[src/rtl/fetch_unit.sv]
// fetch_unit: decoupled instruction fetch stage.
// A PC generator issues requests to an in-order, variable-latency instruction
// memory under a credit limit. Responses are collected in a small fetch queue
// that decode drains with a valid/ready handshake. A taken branch redirects
// both the request PC and the response PC, empties the queue and marks every
// request still in flight as stale so that its response is thrown away.

module fetch_unit #(
    parameter int unsigned     XLEN     = 32,
    parameter int unsigned     QDEPTH   = 4,
    parameter logic [XLEN-1:0] RESET_PC = '0
) (
    input  logic            clk,
    input  logic            rstn,
    input  logic            freeze,
    input  logic            brTaken,
    input  logic [XLEN-1:0] brPC,
    input  logic [XLEN-1:0] brOffset,
    output logic            imem_req_valid,
    input  logic            imem_req_ready,
    output logic [XLEN-1:0] imem_req_addr,
    input  logic            imem_rsp_valid,
    input  logic [XLEN-1:0] imem_rsp_data,
    output logic            out_valid,
    input  logic            out_ready,
    output logic [XLEN-1:0] out_pc,
    output logic [XLEN-1:0] out_instr
);

    // Queue pointers address QDEPTH (a power of two) entries and wrap freely;
    // the counters need one extra bit so they can hold the value QDEPTH.
    localparam int unsigned     PTRW     = $clog2(QDEPTH);
    localparam int unsigned     CW       = PTRW + 1;
    localparam logic [CW-1:0]   QDEPTH_C = CW'(QDEPTH);
    localparam logic [XLEN-1:0] PC_STEP  = XLEN'(4);

    // Architectural state
    logic [XLEN-1:0] fetch_pc_q, fetch_pc_d;  // address of next request
    logic [XLEN-1:0] rsp_pc_q,   rsp_pc_d;    // PC tagged on next kept response
    logic [CW-1:0]   count_q,    count_d;     // valid queue entries
    logic [CW-1:0]   outst_q,    outst_d;     // requests accepted, not answered
    logic [CW-1:0]   drop_q,     drop_d;      // stale responses still to discard
    logic [PTRW-1:0] wr_ptr_q,   wr_ptr_d;
    logic [PTRW-1:0] rd_ptr_q,   rd_ptr_d;

    // Queue storage (pc, instruction) per entry
    logic [XLEN-1:0] q_pc_q    [QDEPTH];
    logic [XLEN-1:0] q_instr_q [QDEPTH];
    logic [QDEPTH-1:0] wr_en;

    // Handshake / control terms
    logic            credit_ok;
    logic            req_fire;
    logic            head_valid;
    logic            pop;
    logic            rsp_drop;
    logic            push;
    logic [XLEN-1:0] br_target;

    // A request may only be issued when every in-flight response plus every
    // buffered instruction still fits in the queue; this is what guarantees
    // a response can always be accepted without back-pressure.
    assign credit_ok = ({1'b0, outst_q} + {1'b0, count_q}) < {1'b0, QDEPTH_C};

    assign imem_req_valid = rstn && !freeze && !brTaken && credit_ok;
    assign imem_req_addr  = fetch_pc_q;
    assign req_fire       = imem_req_valid && imem_req_ready;

    // The head is hidden during a redirect cycle so no pop can happen while
    // the queue is being flushed.
    assign head_valid = (count_q != '0);
    assign out_valid  = rstn && head_valid && !brTaken;
    assign pop        = out_valid && out_ready;

    // Responses that belong to requests issued before a redirect are stale.
    // A response arriving in the redirect cycle itself is never pushed.
    assign rsp_drop = imem_rsp_valid && (drop_q != '0);
    assign push     = imem_rsp_valid && !rsp_drop && !brTaken;

    // Branch target: word offset scaled to bytes, wrapping mod 2^XLEN.
    assign br_target = brPC + (brOffset << 2);

    // Head of queue is presented straight from the registered entries, so
    // outputs depend only on state, never on the memory response inputs.
    assign out_pc    = (rstn && head_valid) ? q_pc_q[rd_ptr_q]    : '0;
    assign out_instr = (rstn && head_valid) ? q_instr_q[rd_ptr_q] : '0;

    // Next-state computation for PCs, pointers and counters.
    always_comb begin
        fetch_pc_d = fetch_pc_q;
        rsp_pc_d   = rsp_pc_q;
        count_d    = count_q;
        outst_d    = outst_q;
        drop_d     = drop_q;
        wr_ptr_d   = wr_ptr_q;
        rd_ptr_d   = rd_ptr_q;

        if (brTaken) begin
            // Redirect: restart both PCs at the target and empty the queue.
            // No request is issued this cycle, so everything still in flight
            // after this cycle's response is retired must be discarded.
            fetch_pc_d = br_target;
            rsp_pc_d   = br_target;
            count_d    = '0;
            wr_ptr_d   = '0;
            rd_ptr_d   = '0;
            outst_d    = outst_q - CW'(imem_rsp_valid);
            drop_d     = outst_q - CW'(imem_rsp_valid);
        end else begin
            if (req_fire) begin
                fetch_pc_d = fetch_pc_q + PC_STEP;
            end
            outst_d = outst_q + CW'(req_fire) - CW'(imem_rsp_valid);
            if (rsp_drop) begin
                drop_d = drop_q - CW'(1);
            end
            if (push) begin
                rsp_pc_d = rsp_pc_q + PC_STEP;
                wr_ptr_d = wr_ptr_q + PTRW'(1);
            end
            if (pop) begin
                rd_ptr_d = rd_ptr_q + PTRW'(1);
            end
            // Simultaneous push and pop leaves the count unchanged.
            count_d = count_q + CW'(push) - CW'(pop);
        end
    end

    // Control state register with synchronous active-low reset.
    always_ff @(posedge clk) begin
        if (!rstn) begin
            fetch_pc_q <= RESET_PC;
            rsp_pc_q   <= RESET_PC;
            count_q    <= '0;
            outst_q    <= '0;
            drop_q     <= '0;
            wr_ptr_q   <= '0;
            rd_ptr_q   <= '0;
        end else begin
            fetch_pc_q <= fetch_pc_d;
            rsp_pc_q   <= rsp_pc_d;
            count_q    <= count_d;
            outst_q    <= outst_d;
            drop_q     <= drop_d;
            wr_ptr_q   <= wr_ptr_d;
            rd_ptr_q   <= rd_ptr_d;
        end
    end

    // Per-entry storage: an entry is written when a kept response targets it.
    // Entries need no reset because the outputs are masked by the count.
    generate
        for (genvar gi = 0; gi < QDEPTH; gi++) begin : g_entry
            assign wr_en[gi] = push && (wr_ptr_q == PTRW'(gi));

            // Capture the tagged response into this entry.
            always_ff @(posedge clk) begin
                if (wr_en[gi]) begin
                    q_pc_q[gi]    <= rsp_pc_q;
                    q_instr_q[gi] <= imem_rsp_data;
                end
            end
        end
    endgenerate

endmodule

[config.mk]
export PLATFORM = sky130hd
export DESIGN_NAME = fetch_unit
export DESIGN_NICKNAME = d
export VERILOG_FILES = /design/src/rtl/fetch_unit.sv
export SDC_FILE = /design/constraint.sdc
export NUM_CORES = 1
export LEC_CHECK = 0
export BUFFER_PORTS_ARGS = -buffer_cell sky130_fd_sc_hd__buf_2
export CAP_MARGIN = 10
export CORE_ASPECT_RATIO = 1.25
export CORE_MARGIN = 2
export CORE_UTILIZATION = 53
export CTS_CLUSTER_SIZE = 24
export DETAILED_ROUTE_END_ITERATION = 7
export GPL_TIMING_DRIVEN = 0
export PLACE_DENSITY = 0.75
export SLEW_MARGIN = 20
export SYNTH_ARGS = -nofsm -noshare
export SYNTH_HDL_FRONTEND = slang
export SYNTH_SLANG_ARGS = --single-unit
[constraint.sdc]
create_clock -name clk -period 3.2 [get_ports clk]
set_clock_uncertainty 0.05 [all_clocks]
set_input_delay 0.16 -clock clk [delete_from_list [all_inputs] [get_ports clk]]
set_output_delay 0.16 -clock clk [all_outputs]
set_load 0.005 [all_outputs]
Word level (Yosys, flattened, before mapping)
Memory sizes are Yosys's and may differ from the RTL's. A register that Yosys moved wholly into a read port is not among the register bits.
Cells that the tools add are included.
Storage, ports and cells
  register bits after elaboration: 77
  bits in latches: 0
  memory bits (writable): 256
  bits in read-only memories: 0
  output and inout port bits: 98
  logic and storage cells: 95
  memories: 2
Memory list
  q_instr_q: depth 4, width 32, rd ports 1, clocked after Yosys merged registers in 1, wr ports 1, line 48  | logic [XLEN-1:0] q_instr_q [QDEPTH];
  q_pc_q: depth 4, width 32, rd ports 1, clocked after Yosys merged registers in 1, wr ports 1, line 47  | logic [XLEN-1:0] q_pc_q [QDEPTH];
Operators by class
  add/subtract/negate cells: 12
  multipliers: 0
  divide/modulo/power cells: 0
  $lt $le $gt $ge: 1
  equal/unequal tests: 3
  shift operators: 0
  multiplexer cells: 39
  bitwise gates (word level): 1
  reductions and logical operators: 30
Operators by type and width (count)
  two-way mux 32 bit: 12
  OR reduction 32 bit: 6
  adder 32 x 3 -> 32 bit (second input constant): 2
  adder 32 bit: 1
  two-way mux 2 bit: 10
  logical AND 1 bit: 14
  two-way mux 1 bit: 14
  two-way mux 3 bit: 3
  subtractor 3 x 1 -> 3 bit: 3
  adder 3 x 1 -> 3 bit: 2
  nonzero test 2 bit: 3
  nonzero test 3 bit: 2
  adder 2 x 1 -> 2 bit (second input constant): 2
  adder 3 x 3 -> 4 bit: 1
  == test 2 bit (second input constant): 2
  < comparator 4 x 3 -> 1 bit (second input constant): 1
  logical NOT 1 bit: 3
  subtractor 3 x 1 -> 3 bit (second input constant): 1
  == test 2 x 1 -> 1 bit (second input constant): 1
  logical NOT 2 bit: 1
  OR reduction 2 bit: 1
  inverter 1 bit: 1

Longest topological paths before layout
Gate-level depths: netlist of the first run.
  depth after elaboration: 12
  mapped depth: 12
  mapped depth without buffers: 12

Least setup slack after synthesis of the first run
Ideal clock, no wire load.
  path kind: reg-to-reg
  start point: register drop_q[0]
  end point: memory q_instr_q[0][0] (enable)
  setup time: 0.429 ns
  data arrival time: 2.555 ns
  required time: 2.721 ns
  slack: 0.166 ns
  stages on the path, launching flop included: 6
  buffers on the path: 0
  period minus slack after synthesis: 3.034 ns
  path through: dfxtp_1 inv_1 ha_1 nand3b_1 nor2_1 and2_1
Between the ends
  elaborated cells on any way between the ends: 26
RTL lines
  start: declaration: line 42  | logic [CW-1:0] drop_q, drop_d;
  start signal: assignment: line 144  | drop_q <= drop_d;
  nonzero test 3 bit: line 77  | assign rsp_drop = imem_rsp_valid && (drop_q != '0);
  logical AND 1 bit: line 77
  logical NOT 1 bit: line 78  | assign push = imem_rsp_valid && !rsp_drop && !brTaken;
  logical AND 1 bit (2 in a row): line 78
  logical AND 1 bit: line 154  | assign wr_en[gi] = push && (wr_ptr_q == PTRW'(gi));
  named net wr_en[0]: line 49  | logic [QDEPTH-1:0] wr_en;
  two-way mux 1 bit: line 158  | if (wr_en[gi]) begin
  two-way mux 1 bit (not written as such): line 160  | q_instr_q[gi] <= imem_rsp_data;
  two-way mux 1 bit (no source line) (3 in a row)
  end: declaration: line 48
The timed path passes the listed nets, and every way through them passes these cells.

Final worst setup path of the first run
  start point: register outst_q[2]
  end point: register outst_q[2]
Between the ends
  cells in the longest elaborated chain, start to end: 7
  elaborated cells on any way between the ends: 8
Ends and longest elaborated chain
  start: declaration: line 41  | logic [CW-1:0] outst_q, outst_d;
  start signal: assignment: line 143  | outst_q <= outst_d;
  adder 3 x 3 -> 4 bit: line 63  | assign credit_ok = ({1'b0, outst_q} + {1'b0, count_q}) < {1'b0, QDEPTH_C};
  < comparator 4 x 3 -> 1 bit: line 63
  logical AND 1 bit: line 65  | assign imem_req_valid = rstn && !freeze && !brTaken && credit_ok;
  logical AND 1 bit: line 67  | assign req_fire = imem_req_valid && imem_req_ready;
  adder 3 x 1 -> 3 bit: line 113  | outst_d = outst_q + CW'(req_fire) - CW'(imem_rsp_valid);
  subtractor 3 x 1 -> 3 bit: line 113
  two-way mux 3 bit *: line 98  | if (brTaken) begin
Mark *: on every way between the ends. The rest lies on a longest branch, timed or not.
A chain may end at the register's enable or synchronous reset.

==> results of run 1 <==
-- placed cells by master, fill, tap and decap left out, types with 4 or more instances in the layout --
cell type      instances
a211oi_1              19
a21boi_0               4
a21o_1                 8
a21oi_1               69
a31oi_1               18
and2_1                 5
and2_4                 4
and3_1                20
and4_1                 9
buf_2                214
clkbuf_1              37
clkbuf_16             29
clkinvlp_4             4
dfxtp_1               79
dlygate4sd3_1         34
edfxtp_1             256
ha_1                  45
inv_1                 28
mux2i_1                4
mux4_2                64
nand2_1               63
nand2b_1               5
nand3_1               26
nand4_1               21
nor2_1                79
nor2b_1               69
nor3_1                26
o211ai_1               5
o21a_1                 9
o21ai_0               50
o22ai_1                4
xnor2_1               41
xor2_1                28
-- registers in the layout (all words and copies together), names as in the netlist, named ones only --
| signal | count |
|---|---|
| rsp_pc_q | 32 |
| drop_q | 3 |
| imem_req_addr | 32 |
| rd_ptr_q | 2 |
| outst_q | 3 |
| wr_ptr_q | 2 |
| q_instr_q | 128 |
| count_q | 3 |
| q_pc_q | 128 |
-- power breakdown --
| part | leakage [nW] | internal, W | switching [W] | total (W) |
|---|---|---|---|---|
| Combinational | 3.32 | 0.000467 | 0.000598 | 0.00106 |
| Sequential | 3.00 | 0.00486 | 0.000161 | 0.00502 |
| Clock | 0.455 | 0.00192 | 0.00155 | 0.00347 |
| Total | 6.78 | 0.00725 | 0.00231 | 0.00955 |
-- through the flow --
stage	instances	total power [W]	setup WS, ns
after detailed placement	1779	0.00612	0.0683
after global routing	1865	0.00990	0.102
after floorplan	1182	0.00574	0.166
final	1865	0.00955	0.258
after global placement	1775	0.00609	-1.38
after CTS	1866	0.00961	0.0898
-- area by class of cell --
class / count / area, sq um / share of cell area
clock inverters: 17 / 171 / 0.00925
flip-flops and latches: 335 / 9270 / 0.500
well taps: 396 / 495 / 0.0267
clock buffers: 36 / 782 / 0.0422
multi-input cells: 762 / 6050 / 0.327
plain buffers: 54 / 231 / 0.0125
repair buffers: 235 / 1410 / 0.0763
inverters: 30 / 113 / 0.00608
-- cells by family (layout without fill, tap and decap cells) --
family,count (synthesis),in the layout,synth area share
AOI/OAI and AO/OA,224,224,0.0914
xor gates and xnor gates,69,69,0.0386
adders and majority gates,48,48,0.0398
buffers and inverters,85,372,0.0222
DFF,335,335,0.592
muxes,69,69,0.0953
and+or+nand+nor,352,352,0.121
-- routing by layer --
layer	vias up	global-route usage	share of wire
met5	-	0	0
met4	0	0.0838	0.033
met3	74	0.0303	0.059
met2	383	0.421	0.51
met1	5145	0.284	0.39
li1	5040	-	-
-- worst max-delay path, stage by stage (launching register included) --
cell     delay (ns)
dfxtp_1        0.39
ha_1           0.25
nor4_1         0.30
and4_1         0.27
inv_2          0.10
ha_1           0.29
inv_1          0.04
ha_1           0.18
fa_1           0.38
xor2_1         0.16
o21ai_0        0.18
xnor2_1        0.14
nor2_1         0.06
-- final timing paths --
| path | from | end | slack [ns] |
|---|---|---|---|
| setup reg to reg | outst_q[2] | outst_q[2] | 0.26 |
| hold reg to reg | wr_ptr_q[1] | wr_ptr_q[1] | 0.45 |
| setup / recovery | outst_q[2] | outst_q[2] | 0.26 |
| hold / removal | brOffset[0] | rsp_pc_q[2] | 0.02 |
-- repair_timing --
action,in CTS,in global routing
hold endpoints to repair,132,0
hold buffers,34,0
setup endpoints to repair,0,7
setup buffers,0,0
==> impl_metrics.ini, run 1 <==
[power_and_ir_drop]
irDropWorstVdd_mv = 0.422
power_density_nw_per_um2 = 516
p_leak_nw = 6.78

[routing]
vias = 10600
drt_first_pass_iters = 5
post-route-drc-count = 0
ant_nets = 0
vias_per_cell = 5.71
drt_iter0_markers = 703
wl_per_cell_um = 19.3
routed_wl_um = 35900

[timing]
slew-limit-headroom = 0.459
rsz0062_at_grt = no
worst_pin_slew_ns = 0.811
final.setup.tns_ns = 0
max_freq_ghz = 0.340
whs_ns = 0.0228
setup_violations = 0
slew_viol_final = 0
post-route-period-util = 0.919
period_minus_slack_ns = 2.94
finalHoldViolations = 0

[die]
row_count = 70
initial_core_util = 0.537
die_area_sq_um = 30900
dieWidth_um = 158
ios = 201
core_area_sq_um = 29200
die_y_um = 196

[global_route]
grt_max_degree = 40
grt_pass1_vias = 10700
grt_overflow = 0
grt_pass1_wl_um = 56200
track_usage = 0.233
antenna_found_initial = 0

[worst_setup_path]
worstPathRequired_ns = 3.55
cp.arrival_ns = 3.29
crit_fanout = 6
cp-end-kind = register
ff2ff_path_depth = 12
crit_type = register to register
crit_path_start_kind = register

[finish]
drive_above_1_share = 0.242
insertedDiodeCount = 0
final_area_sq_um = 18500
postLayoutCoreUtil = 0.635
num-fill-cells = 2195
nets = 1598
syn_to_final_growth_pct = 18.3

[synthesis]
syn-num-nets = 1333
yosysTopAreaCell = edfxtp_1
seq_area_frac_synth = 0.592
ys.flop_type = edfxtp_1
synth_top_area_frac = 0.491
synth-edff-count = 256
ys_ff_latch = 335
synthCells = 1182
yosysMostFrequentCell = edfxtp_1
avgSynthCellArea_sq_um = 13.2
ys_top_cells_by_area = edfxtp_1 (49%), dfxtp_1 (10%), mux4_2 (9.2%)
synth_area_sq_um = 15700
ys_warn_count = 0
synth_commonest_cells = edfxtp_1 (256), dfxtp_1 (79), nor2_1 (79)
synth_cell_type_count = 77
ys_async_sr_fraction = 0

[clock_network]
cts_tree = built
insertion_delay_ns = 0.54
clk_pin_slew_ns = 0.07
numCtsBuffers = 29
cts_buffer_depth = 3
cts_resized = 0
clockRootBuffer = clkbuf_16
cts.sinks = 335
cts_max_level = 1

[placed_design]
dpl.hpwl_um = 25200
port_buffers = 197
place_area_sq_um = 17200
place.gp.congestion = 0.937

[run_status]
status = completed

[min_path]
whs_path_depth = 4
hp-class = primary input to register

[run]
max_cap_viol_count = 0
No activity file was read; power rests on OpenSTA's default activity.
==> inputs of run 2 (changes only) <==
--- a/config.mk
+++ b/config.mk
@@ -8,7 +8,7 @@
 export BUFFER_PORTS_ARGS = -buffer_cell sky130_fd_sc_hd__buf_2
 export CAP_MARGIN = 10
 export CORE_ASPECT_RATIO = 1.25
-export CORE_MARGIN = 2
+export CORE_MARGIN = 3
 export CORE_UTILIZATION = 53
 export CTS_CLUSTER_SIZE = 24
 export DETAILED_ROUTE_END_ITERATION = 7
==> run 2 against run 1 <==
  * Cell area is 0.34% higher
  * Combinational power hardly changed
  * Clock-buffer cell count is 3 higher
  * Final cell count is 0.11% lower
  * Sequential share of layout area is 0.17 points lower
  * Die area is 2.3% higher
  * First-iteration DRC count is 8.1% lower
  * Critical path type is now register to primary output
  * Highest routed layer unchanged
==> impl_metrics.ini, run 2 (synthesis results as in run 1) <==
[run_status]
status = completed

[clock_network]
cts_hold_buf = 34
cts.sinks = 335
insertion_delay_ns = 0.54
cts_max_level = 1
clockRootBuffer = clkbuf_16
post_cts_buffers = 0
cts_resized = 0
cts_tree = built
cts_buffer_depth = 3
numCtsBuffers = 30
clk_pin_slew_ns = 0.06

[global_route]
grt_overflow = 0
track_usage = 0.225
antenna_found_initial = 0
grt_max_degree = 43
grt_pass1_wl_um = 56500
grt_pass1_vias = 10700

[routing]
post-route-drc-count = 0
drt_iter0_markers = 646
ant_nets = 0
wl_per_cell_um = 19.6
drt_first_pass_iters = 7
vias_per_cell = 5.73
routed_wl_um = 36500
vias = 10700

[timing]
slew-limit-headroom = 0.479
finalWorstSetupSlack_ns = 0.196
setup_violations = 0
period_minus_slack_ns = 3.00
whs_ns = 0.0390
finalHoldViolations = 0
slew_viol_final = 0
max_freq_ghz = 0.333
post-route-period-util = 0.939
worst_pin_slew_ns = 0.782
rsz0062_at_grt = no

[finish]
layout_commonest_cell = edfxtp_1
final_cell_mix = edfxtp_1 (256), buf_2 (214), nor2_1 (79), dfxtp_1 (79)
nets = 1600
stdcell_count = 1863
insertedDiodeCount = 0
syn_to_final_growth_pct = 18.7
drive_above_1_share = 0.244
reg_top3 = q_instr_q: 128 flops, q_pc_q: 128 flops
num-fill-cells = 2130

[worst_setup_path]
path_common_cell = buf_2
regToRegSetupSlack_ns = 0.26
crit_type = register to primary output
crit_chain = clkbuf_1 > buf_2 > mux4_2 > nor2b_1 > buf_2
cp-end-kind = primary output
critPathSlowestCell = mux4_2
path_delay_family = buffers and inverters
r2r_start = outst_q[2]
crit_fanout = 10
critical_path_buf_inv_count = 3
ff2ff_path_depth = 12
slowest_delay_ns = 0.60
worstPathRequired_ns = 2.99
cp.arrival_ns = 2.79
r2r_end = outst_q[2]
crit_path_start_kind = register

[power_and_ir_drop]
p_leak_nw = 6.83
power_density_nw_per_um2 = 523
irDropWorstVdd_mv = 0.401

[min_path]
min_to = imem_req_addr[2]
hp-class = primary input to register
hold_start = brOffset[0]
whs_path_depth = 4

[placed_design]
placed_cells = 1773
port_buffers = 197
place.gp.congestion = 0.924
dpl.hpwl_um = 25700
place_ws_ns = 0.0497

[die]
die_area_sq_um = 31600
ios = 201
dieWidth_um = 160
die_y_um = 198
row_count = 69
core_area_sq_um = 28700
initial_core_util = 0.545

[run]
max_cap_viol_count = 0
[run 2: cell types whose count changed in the layout (fill, tap and decap cells not counted), moves of 2 or more]
cell	delta
clkbuf_8	+2
clkinvlp_4	-2
clkinv_2	+6
inv_6	-3
clkinv_4	-2
clkbuf_16	+2
[run 2: how the worst max path moves through the flow]
stage / slack [ns] / depth (start not counted) / to / startpoint
final: 0.20 / 5 / out_pc[22] / register
after global placement: -1.37 / 5 / q_instr_q[0][8] / brTaken
after CTS: 0.11 / 5 / out_pc[22] / register
after floorplan: 0.17 / 5 / q_instr_q[0][0] / drop_q[0]
after detailed placement: 0.05 / 12 / count_q[2] / brTaken
after global routing: 0.009 / 5 / out_pc[22] / register
[run 2: tightest hold or removal path: stages]
cell and delay [ns]:
buf_2 0.08, ha_1 0.12, o21ai_0 0.11, a21oi_1 0.13
[run 2: metrics by stage]
step	total power (W)	TNS (ns)	util	cell area (sq um)
floorplan	0.00574	0	-	15700
global placement	0.00609	-338.03	0.596	17100
detailed placement	0.00613	0	0.599	17200
CTS	0.00978	0	0.647	18600
global route	0.0101	0	0.647	18600
finish	0.00973	0	0.647	18600
[run 2: report_power, final]
group          leakage [nW]  internal [W]  total [W]  switching [W]
sequential             3.00       0.00486    0.00502       0.000160
clock                 0.504       0.00212    0.00364        0.00152
combinational          3.32      0.000467    0.00107       0.000602
[run 2: area by class of cell]
type	count	area (sq um)	share of cell area
multi-input cells	762	6050	0.325
clock buffers	39	856	0.0460
repair buffers	235	1410	0.0761
well taps	390	488	0.0263
clock inverters	17	165	0.00889
flip-flops and latches	335	9270	0.499
inverters	30	113	0.00606
plain buffers	55	235	0.0127
[run 2: per-layer routing]
metal  GRT usage  part of all wire  vias up
met4      0.0837             0.031        0
met5           0                 0        -
met2       0.405              0.51      383
met1       0.279              0.40     5181
li1            -                 -     5042
met3      0.0274             0.055       66
==> inputs of run 3 (changes only) <==
--- a/config.mk
+++ b/config.mk
@@ -8,12 +8,14 @@
 export BUFFER_PORTS_ARGS = -buffer_cell sky130_fd_sc_hd__buf_2
 export CAP_MARGIN = 10
 export CORE_ASPECT_RATIO = 1.25
-export CORE_MARGIN = 3
+export CORE_MARGIN = 1.5
 export CORE_UTILIZATION = 53
 export CTS_CLUSTER_SIZE = 24
 export DETAILED_ROUTE_END_ITERATION = 7
 export GPL_TIMING_DRIVEN = 0
 export PLACE_DENSITY = 0.75
+export RECOVER_POWER = 50
+export SKIP_CTS_REPAIR_TIMING = 1
 export SLEW_MARGIN = 20
 export SYNTH_ARGS = -nofsm -noshare
 export SYNTH_HDL_FRONTEND = slang
==> run 3 against run 2 <==
  * Clock power rose by 5.5%
  * Fmax fell by 1.1%
  * Cell area fell by 0.13%
  * Routed wire length fell by 1.8%
  * Largest cell class unchanged
==> impl_metrics.ini, run 3 (synthesis results as in run 1) <==
[global_route]
grtUsageMet1 = 0.293
grt_overflow = 0
grt_pass1_vias = 10600
grtUsageMet2 = 0.420
track_usage = 0.235
grt_use_met3 = 0.0271
grt_max_degree = 46
grt_pass1_wl_um = 56000
grt-busiest-layer = met2
antenna_found_initial = 0

[run_status]
status = completed

[finish]
nets = 1600
drive_above_1_share = 0.202
final_area_sq_um = 18600
insertedDiodeCount = 0
syn_to_final_growth_pct = 18.6
final_cell_mix = edfxtp_1 (256), buf_2 (158), clkbuf_1 (94), nor2_1 (79), dfxtp_1 (79)
multi_input_area_sq_um = 6020
regArea_sq_um = 9270
reg_top3 = q_instr_q: 128 flops, q_pc_q: 128 flops
layout_commonest_cell = edfxtp_1
num-fill-cells = 2266

[worst_setup_path]
cp-end-kind = primary output
regToRegSetupSlack_ns = 0.21
r2r_start = outst_q[2]
r2r_end = outst_q[2]
worstPathRequired_ns = 2.99
crit_path_start_kind = register
cp.arrival_ns = 2.83
crit_type = register to primary output
ff2ff_path_depth = 12
cp-endpoint = out_instr[21]
crit_fanout = 10

[timing]
post-route-period-util = 0.949
slew-limit-headroom = 0.441
finalHoldViolations = 0
slew_viol_final = 0
worst_pin_slew_ns = 0.831
max_freq_ghz = 0.329
period_minus_slack_ns = 3.04
setup_violations = 0

[clock_network]
clockRootBuffer = clkbuf_16
numCtsBuffers = 30
cts_max_level = 1
cts_tree = built
clk_pin_slew_ns = 0.07
cts.sinks = 335
insertion_delay_ns = 0.55
cts_buffer_depth = 3

[die]
row_count = 70
initial_core_util = 0.537
dieWidth_um = 157
core_area_sq_um = 29200
die_y_um = 195
die_area_sq_um = 30600
ios = 201

[min_path]
hp-class = primary input to register

[routing]
routed_wl_um = 35800
ant_nets = 0
drt_iter0_markers = 676
vias_per_cell = 5.69
wl_per_cell_um = 19.2
drt_first_pass_iters = 5
post-route-drc-count = 0
vias = 10600

[placed_design]
place.gp.congestion = 0.916
port_buffers = 197
dpl.hpwl_um = 25000
place_area_sq_um = 17200

[power_and_ir_drop]
power.total_w = 0.00991
p_leak_nw = 6.65
power_density_nw_per_um2 = 534
irDropWorstVdd_mv = 0.487

[run]
max_cap_viol_count = 0
run 3: changes by cell type in the layout (fill, tap and decap cells not counted), sizes merged:
cell      delta
bufinv       +2
inv          +1
clkinv       -1
clkinvlp     +1
buf         -57
clkbuf      +54
run 3: critical path: stages, from the launching register on:
cell and delay [ns]:
dfxtp_1 0.31, clkbuf_1 0.58, buf_2 0.48, mux4_2 0.58
nor2b_1 0.16, buf_2 0.15
run 3: power by group:
part | internal [W] | switching (W) | leakage, nW
sequential | 0.00486 | 0.000159 | 3.00
clock | 0.00226 | 0.00158 | 0.522
combinational | 0.000455 | 0.000602 | 3.13
total | 0.00757 | 0.00234 | 6.65
run 3: per-layer routing:
metal	up-vias	wire [um]	share of wire
li1	5039	-	-
met1	5132	14400	0.40
met2	371	18300	0.51
met3	90	1880	0.052
met4	0	1260	0.035
met5	-	0	0
run 3: stage by stage:
step	std cells	worst slack, ns	util	TNS, ns	hold slack, ns
CTS	1835	0.0799	0.628	0	-0.251
detailed placement	1779	0.0623	0.591	0	0.328
global route	1869	-0.00430	0.637	-0.00430	0.0304
finish	1869	0.164	0.637	0	0.0211
floorplan	1182	0.166	-	0	0.209
global placement	1775	-1.37	0.588	-345.34	0.322
run 3: final cells by class:
cell class,count,share of cell area
well taps,396,0.0267
repair buffers,235,0.0733
multi-input cells,762,0.324
inverters,30,0.00607
clock buffers,36,0.0445
plain buffers,55,0.0124
clock inverters,20,0.0136
flip-flops and latches,335,0.499
run 3: how the worst min path moves through the flow:
stage | start | endpoint | slack [ns] | cells past startpoint
after global placement | imem_rsp_data[25] | q_instr_q[1][25] | 0.32 | 1
after CTS | imem_rsp_data[29] | q_instr_q[0][29] | -0.25 | 1
after detailed placement | imem_rsp_data[15] | q_instr_q[2][15] | 0.33 | 1
after floorplan | imem_rsp_data[0] | q_instr_q[0][0] | 0.21 | 0
after global routing | brOffset[0] | imem_req_addr[2] | 0.03 | 4
final | brOffset[0] | rsp_pc_q[2] | 0.02 | 4
